[src/rtl/mem_arbiter_pkg.sv]
// mem_arbiter_pkg
// Shared definitions for the memory arbiter slice: arbiter state encodings
// and the single-bit command/handshake constants used by the arbiter RTL.
// No ports (package only).
package mem_arbiter_pkg;

  // Arbiter state bus and its encodings.
  typedef logic [1:0] arb_state_t;

  localparam arb_state_t ArbIdle  = 2'd0;
  localparam arb_state_t ArbBusyI = 2'd1;
  localparam arb_state_t ArbBusyL = 2'd2;
  localparam arb_state_t ArbDrain = 2'd3;

  // Handshake and direction constants.
  localparam logic Valid   = 1'b1;
  localparam logic Invalid = 1'b0;
  localparam logic Read    = 1'b0;
  localparam logic Write   = 1'b1;

endpackage

[src/rtl/mem_arbiter_starve.sv]
// mem_arbiter_starve
// Starvation guard for the memory arbiter. Counts consecutive LSB grants
// taken while a fetch is waiting and forces the fetch once the count reaches
// STARVE_LIMIT. Only instantiated when MEM_ARB_STARVE_GUARD_EN is defined.
// Ports:
//   clk, rst     clock, synchronous active-high reset
//   rdy          global ready; low freezes the counter
//   ic_req       fetch request currently pending
//   grant_lsb    LSB command granted this edge
//   grant_ic     fetch command granted this edge
//   flush_done   a flushed transaction retires this edge
//   force_fetch  fetch must win the next arbitration
module mem_arbiter_starve
  import mem_arbiter_pkg::*;
#(
  parameter int STARVE_LIMIT = 4,
  parameter int CNT_W        = 3
) (
  input  logic clk,
  input  logic rst,
  input  logic rdy,
  input  logic ic_req,
  input  logic grant_lsb,
  input  logic grant_ic,
  input  logic flush_done,
  output logic force_fetch
);

  localparam logic [CNT_W-1:0] Limit = CNT_W'(STARVE_LIMIT);

  logic [CNT_W-1:0] count;

  // Saturate at the limit so a store granted during a flush cannot push
  // the counter past the force threshold and wrap around.
  always_ff @(posedge clk) begin
    if (rst) begin
      count <= '0;
    end else if (rdy) begin
      if (grant_ic || !ic_req || flush_done) begin
        count <= '0;
      end else if (grant_lsb && (count != Limit)) begin
        count <= count + CNT_W'(1);
      end
    end
  end

  assign force_fetch = (ic_req == Valid) && (count == Limit);

endmodule

[src/rtl/mem_arbiter.sv]
// mem_arbiter
// Sequencing arbiter between the instruction-cache fetch port and the
// load/store buffer port in front of a byte-serial memory controller.
// Grants one transaction at a time, holds the command until the controller
// completes, then routes the result to the owner. A flush (clear) drains an
// in-flight fetch or load silently but lets an in-flight store finish.
// Optional feature: define MEM_ARB_STARVE_GUARD_EN to enable the fetch
// starvation guard; otherwise the LSB has strict priority over fetch.
// Ports:
//   clk, rst                  clock, synchronous active-high reset
//   rdy                       global ready; low freezes all state
//   clear                     pipeline flush
//   ic_req/ic_addr            fetch request and address
//   ic_done/ic_data           fetch completion pulse and data
//   lsb_req/we/addr/len/wdata load/store request
//   lsb_done/lsb_rdata        load/store completion pulse and load data
//   mc_valid/we/addr/len/wdata command to the memory controller
//   mc_done/mc_rdata          controller completion pulse and read data
module mem_arbiter
  import mem_arbiter_pkg::*;
#(
  parameter int ADDR_W       = 32,
  parameter int DATA_W       = 32,
  parameter int LEN_W        = 3,
  parameter int STARVE_LIMIT = 4,
  parameter int CNT_W        = 3
) (
  input  logic              clk,
  input  logic              rst,
  input  logic              rdy,
  input  logic              clear,
  input  logic              ic_req,
  input  logic [ADDR_W-1:0] ic_addr,
  output logic              ic_done,
  output logic [DATA_W-1:0] ic_data,
  input  logic              lsb_req,
  input  logic              lsb_we,
  input  logic [ADDR_W-1:0] lsb_addr,
  input  logic [LEN_W-1:0]  lsb_len,
  input  logic [DATA_W-1:0] lsb_wdata,
  output logic              lsb_done,
  output logic [DATA_W-1:0] lsb_rdata,
  output logic              mc_valid,
  output logic              mc_we,
  output logic [ADDR_W-1:0] mc_addr,
  output logic [LEN_W-1:0]  mc_len,
  output logic [DATA_W-1:0] mc_wdata,
  input  logic              mc_done,
  input  logic [DATA_W-1:0] mc_rdata
);

  localparam logic [LEN_W-1:0] FetchLen = LEN_W'(4);

  arb_state_t state;
  logic       grant_lsb;
  logic       grant_ic;
  logic       cancel;
  logic       force_fetch;

  // During a flush only a store may be granted from idle; loads and fetches
  // belong to the squashed path. Otherwise LSB wins unless the guard forces
  // the fetch.
  always_comb begin
    grant_lsb = 1'b0;
    grant_ic  = 1'b0;
    if (state == ArbIdle) begin
      if (clear) begin
        grant_lsb = lsb_req && (lsb_we == Write);
      end else if (lsb_req && !force_fetch) begin
        grant_lsb = 1'b1;
      end else begin
        grant_ic = ic_req;
      end
    end
  end

  // A flush cancels anything in flight except a store.
  assign cancel = clear &&
                  ((state == ArbBusyI) || ((state == ArbBusyL) && (mc_we == Read)));

`ifdef MEM_ARB_STARVE_GUARD_EN
  logic flush_done;

  assign flush_done = mc_done && ((state == ArbDrain) || cancel);

  mem_arbiter_starve #(
    .STARVE_LIMIT (STARVE_LIMIT),
    .CNT_W        (CNT_W)
  ) u_starve (
    .clk         (clk),
    .rst         (rst),
    .rdy         (rdy),
    .ic_req      (ic_req),
    .grant_lsb   (grant_lsb),
    .grant_ic    (grant_ic),
    .flush_done  (flush_done),
    .force_fetch (force_fetch)
  );
`else
  logic [CNT_W-1:0] starve_cfg_unused;

  assign starve_cfg_unused = CNT_W'(STARVE_LIMIT);
  assign force_fetch       = 1'b0;
`endif

  // Main sequencer. The command registers are only loaded on a grant, so
  // they naturally hold steady until completion; on completion only
  // mc_valid drops. A simultaneous clear and mc_done retires the
  // transaction without delivering its result.
  always_ff @(posedge clk) begin
    if (rst) begin
      state     <= ArbIdle;
      mc_valid  <= Invalid;
      mc_we     <= Read;
      mc_addr   <= '0;
      mc_len    <= '0;
      mc_wdata  <= '0;
      ic_done   <= 1'b0;
      ic_data   <= '0;
      lsb_done  <= 1'b0;
      lsb_rdata <= '0;
    end else if (!rdy) begin
      ic_done  <= 1'b0;
      lsb_done <= 1'b0;
    end else begin
      ic_done  <= 1'b0;
      lsb_done <= 1'b0;
      case (state)
        ArbIdle: begin
          if (grant_lsb) begin
            state    <= ArbBusyL;
            mc_valid <= Valid;
            mc_we    <= lsb_we;
            mc_addr  <= lsb_addr;
            mc_len   <= lsb_len;
            mc_wdata <= lsb_wdata;
          end else if (grant_ic) begin
            state    <= ArbBusyI;
            mc_valid <= Valid;
            mc_we    <= Read;
            mc_addr  <= ic_addr;
            mc_len   <= FetchLen;
            mc_wdata <= '0;
          end
        end
        ArbBusyI, ArbBusyL: begin
          if (cancel) begin
            if (mc_done) begin
              state    <= ArbIdle;
              mc_valid <= Invalid;
            end else begin
              state <= ArbDrain;
            end
          end else if (mc_done) begin
            state    <= ArbIdle;
            mc_valid <= Invalid;
            if (state == ArbBusyI) begin
              ic_done <= 1'b1;
              ic_data <= mc_rdata;
            end else begin
              lsb_done  <= 1'b1;
              lsb_rdata <= (mc_we == Write) ? '0 : mc_rdata;
            end
          end
        end
        ArbDrain: begin
          if (mc_done) begin
            state    <= ArbIdle;
            mc_valid <= Invalid;
          end
        end
      endcase
    end
  end

endmodule

[config.mk]
export PLATFORM = sky130hd
export DESIGN_NAME = mem_arbiter
export DESIGN_NICKNAME = d
export VERILOG_FILES = /design/src/rtl/mem_arbiter_pkg.sv /design/src/rtl/mem_arbiter_starve.sv /design/src/rtl/mem_arbiter.sv
export SDC_FILE = /design/constraint.sdc
export NUM_CORES = 1
export LEC_CHECK = 0
export CAP_MARGIN = 20
export CORE_ASPECT_RATIO = 1.1
export CORE_MARGIN = 3
export CORE_UTILIZATION = 44
export CTS_BUF_LIST = sky130_fd_sc_hd__clkbuf_2 sky130_fd_sc_hd__clkbuf_4 sky130_fd_sc_hd__clkbuf_8
export CTS_CLUSTER_SIZE = 10
export DETAILED_ROUTE_END_ITERATION = 10
export PLACE_DENSITY = 0.91
export SLEW_MARGIN = 20
export SYNTH_ARGS = -nofsm -noshare
export SYNTH_HDL_FRONTEND = slang
export SYNTH_SLANG_ARGS = --single-unit
[constraint.sdc]
create_clock -name clk -period 3.8 [get_ports clk]
set_input_delay 1.14 -clock clk [delete_from_list [all_inputs] [get_ports clk]]
set_output_delay 1.14 -clock clk [all_outputs]
set_load 0.01 [all_outputs]
==> qor.csv <==
metric,value,unit
CP Capture Type,flip-flop,
final WL,17500,µm
remaining antenna violation count after routing,0,
status,finished clean,
Syn Std Cell Area,5330,µm²
pre-CTS setup slack,0.627,ns
vias per inst,5.54,
Final min period,2.74,ns
Worst Path Max Fanout,33,
pins over their slew limit,0,
initial DRC count,343,
WHS,0.459,ns
worst vdd ir,0.000217,V
total die area,13500,µm²
placed cell count,948,
maximum clock rate,365,MHz
critical path type,input port to flip-flop,
cell taking the most area after synthesis,dfxtp_1,
Root Driver,clkbuf_8,
Initial Util,45.8,%
Synth cell types,39,
TNS Setup,0,ns
CTS H-tree depth,4,
Post-Syn Instances,570,
post-layout util,73.6,%
row count,41,
PD cells,404,nW/µm²
Die Y,121,µm
worst-margin pin slew,0.851,ns
post-route insts no fill,980,
"flops & latches, synth",137,
final setup vio count,0,
post-CTS sizing,0,
CTS buffer count,17,
routed len/inst,17.9,µm
Die X,111,µm
Pre-antenna DRT Iters,5,
initial antenna violation count,2,
share of cells above drive strength 1,6.87,%
Post-CTS Setup Bufs,0,
CP top delay family,simple AND/OR/NAND/NOR gates,
top area cells in the synthesized netlist,"dfxtp_1 51%, a21oi_1 9.6%, mux2i_1 6.0%",
total area of sequential cells,2740,µm²
r2r endpoint,ic_data[26],
critical path depth,5,
Tot GR Track Use,25.4,%
Rel. slew slack,43.3,%
hold_buf cts,0,
yosys warns,0,
P_leak,2.98,nW
unrepaired setup endpoints after global routing,no,
Syn Nets,713,
Worst Reg-to-Reg Cells,6,
"Seq/Total Area, Yosys",51.5,%
critical path endpoint,ic_data[26],
Clock Path Buffers,2,
Mean Syn Cell Area,9.35,µm²
area of the multi-input gates,2320,µm²
top-area cell type share of the netlist area,51.5,%
Hold Path Class,flip-flop to flip-flop,
crit path DAT,3.01,ns
Skew-Pair Late Insertion Delay,0.43,ns
CP Launch Type,input port,
final instance area,8570,µm²
fin worst setup slack,1.06,ns
CTS tree,done,
worst path bufs/invs,1,
placed cell areas,8120,µm²
Clock Sinks,137,
# fillers,807,
Vias,5430,
vias in the first global route,5469,
reg2reg setup slack,1.60,ns
synthesis-to-finish area growth,60.8,%
number of diodes,0,
hpwl dp,12600,µm
Final Hold Fails,0,
total design power,3.47,mW
clk_skew,0.0134,ns
Worst path max stage delay,0.79,ns
Port Buffer Count,273,
CP startpoint,rdy,
period utilisation layout,72.1,%
max cap viols,0,
FF-to-FF Start,state[0],
critical path required time,4.07,ns
"Cell Chain, Critical Path",clkdlybuf4s50_1 -> nand3_2 -> or3b_2 -> nand2_1 -> a21oi_1,
global route overflow,0,
RD Place Congestion,0.852,
first-pass GRT wire length,27600,µm
"Slowest-stage cell, CP",or3b_2,
Layout Nets,960,
DRC errors left,0,
Boundary Pins,274,
largest net degree at the start of global routing,82,
clock-pin slew on the worst setup and hold paths,0.08,ns
core box area,11600,µm²
-- report_power, final --
part | leakage (nW) | switching (mW) | internal [mW]
sequential | 1.11 | 0.0343 | 1.49
clock | 0.231 | 0.564 | 0.787
combinational | 1.64 | 0.275 | 0.313
-- cells in the mapped netlist, drive strengths merged --
master,number
o211ai,1
a2111oi,1
clkbuf,31
nand2b,1
or3,1
ha,4
nor3,2
dfxtp,137
a211o,1
nand3,1
nor3b,1
a311oi,2
nand4,35
o31a,1
o31ai,1
a21oi,102
and2b,1
or3b,1
nor2b,2
o21a,2
mux2i,32
o211a,1
nand3b,2
nor2,4
o32ai,1
a211oi,33
nand2,66
a22o,32
buf,25
inv,7
o21ai,39
-- registers in the layout, indices dropped and copies added, names as in the netlist --
| name | cells |
|---|---|
| mc_addr | 32 |
| mc_valid | 1 |
| ic_data | 32 |
| mc_len | 3 |
| mc_we | 1 |
| lsb_rdata | 32 |
| state | 2 |
| mc_wdata | 32 |
| ic_done | 1 |
| lsb_done | 1 |
-- metal layers --
layer | up-vias | global-route usage (%) | routed length, µm
met1 | 2556 | 28.9 | 6460
met2 | 266 | 44.6 | 9080
met4 | 4 | 8.78 | 347
li1 | 2572 | - | -
met3 | 32 | 8.43 | 1600
met5 | - | 0 | 21
-- worst reg2reg max path, stage by stage (launching register included) --
cell	delay (ns)
dfxtp_1	0.39
inv_1	0.11
ha_1	0.36
nand3_2	0.13
or3b_2	0.79
nand2_1	0.19
a21oi_1	0.08
-- final cells by class --
class                           instances  share of cell area [%]
Timing Repair Buffer                  284                    33.1
Sequential cell                       137                    32.0
Multi-Input combinational cell        370                    27.1
Clock buffer                           22                    3.39
Tap cell                              150                    2.19
Clock inverter                         10                    1.91
Inverter                                7                   0.307
-- worst min path at each step --
stage,start,endpoint,slack [ns],depth (start not counted)
after floorplan,ic_data[0],ic_data[0],0.48,2
after global placement,ic_data[0],ic_data[0],0.44,2
after detailed placement,ic_data[0],ic_data[0],0.45,2
after CTS,ic_data[8],ic_data[8],0.46,2
after global routing,ic_data[23],ic_data[23],0.49,2
final,ic_data[8],ic_data[8],0.46,2
-- kinds of logic (layout without fill, tap and decap cells) --
kind of cell    after synthesis  in the layout  synth area share (%)
mux                          32             32                  6.01
simple gates                117            117                  10.8
flops                       137            137                  51.5
buf+inv                      63            323                  5.56
compound gates              217            217                  25.2
fa+ha+maj                     4              4                 0.939
-- placed cells by master (no fill, tap or decap), drive strengths merged, types with 2 or more instances in the layout --
cell	instances
clkdlybuf4s50	272
dfxtp	137
a21oi	102
nand2	66
o21ai	39
nand4	35
a211oi	33
mux2i	32
a22o	32
clkbuf	22
buf	12
inv	9
ha	4
bufinv	4
nor2	4
clkinv	3
nand3b	2
nor2b	2
a311oi	2
o21a	2
nor3	2
Power figures use the tool's default switching activity.
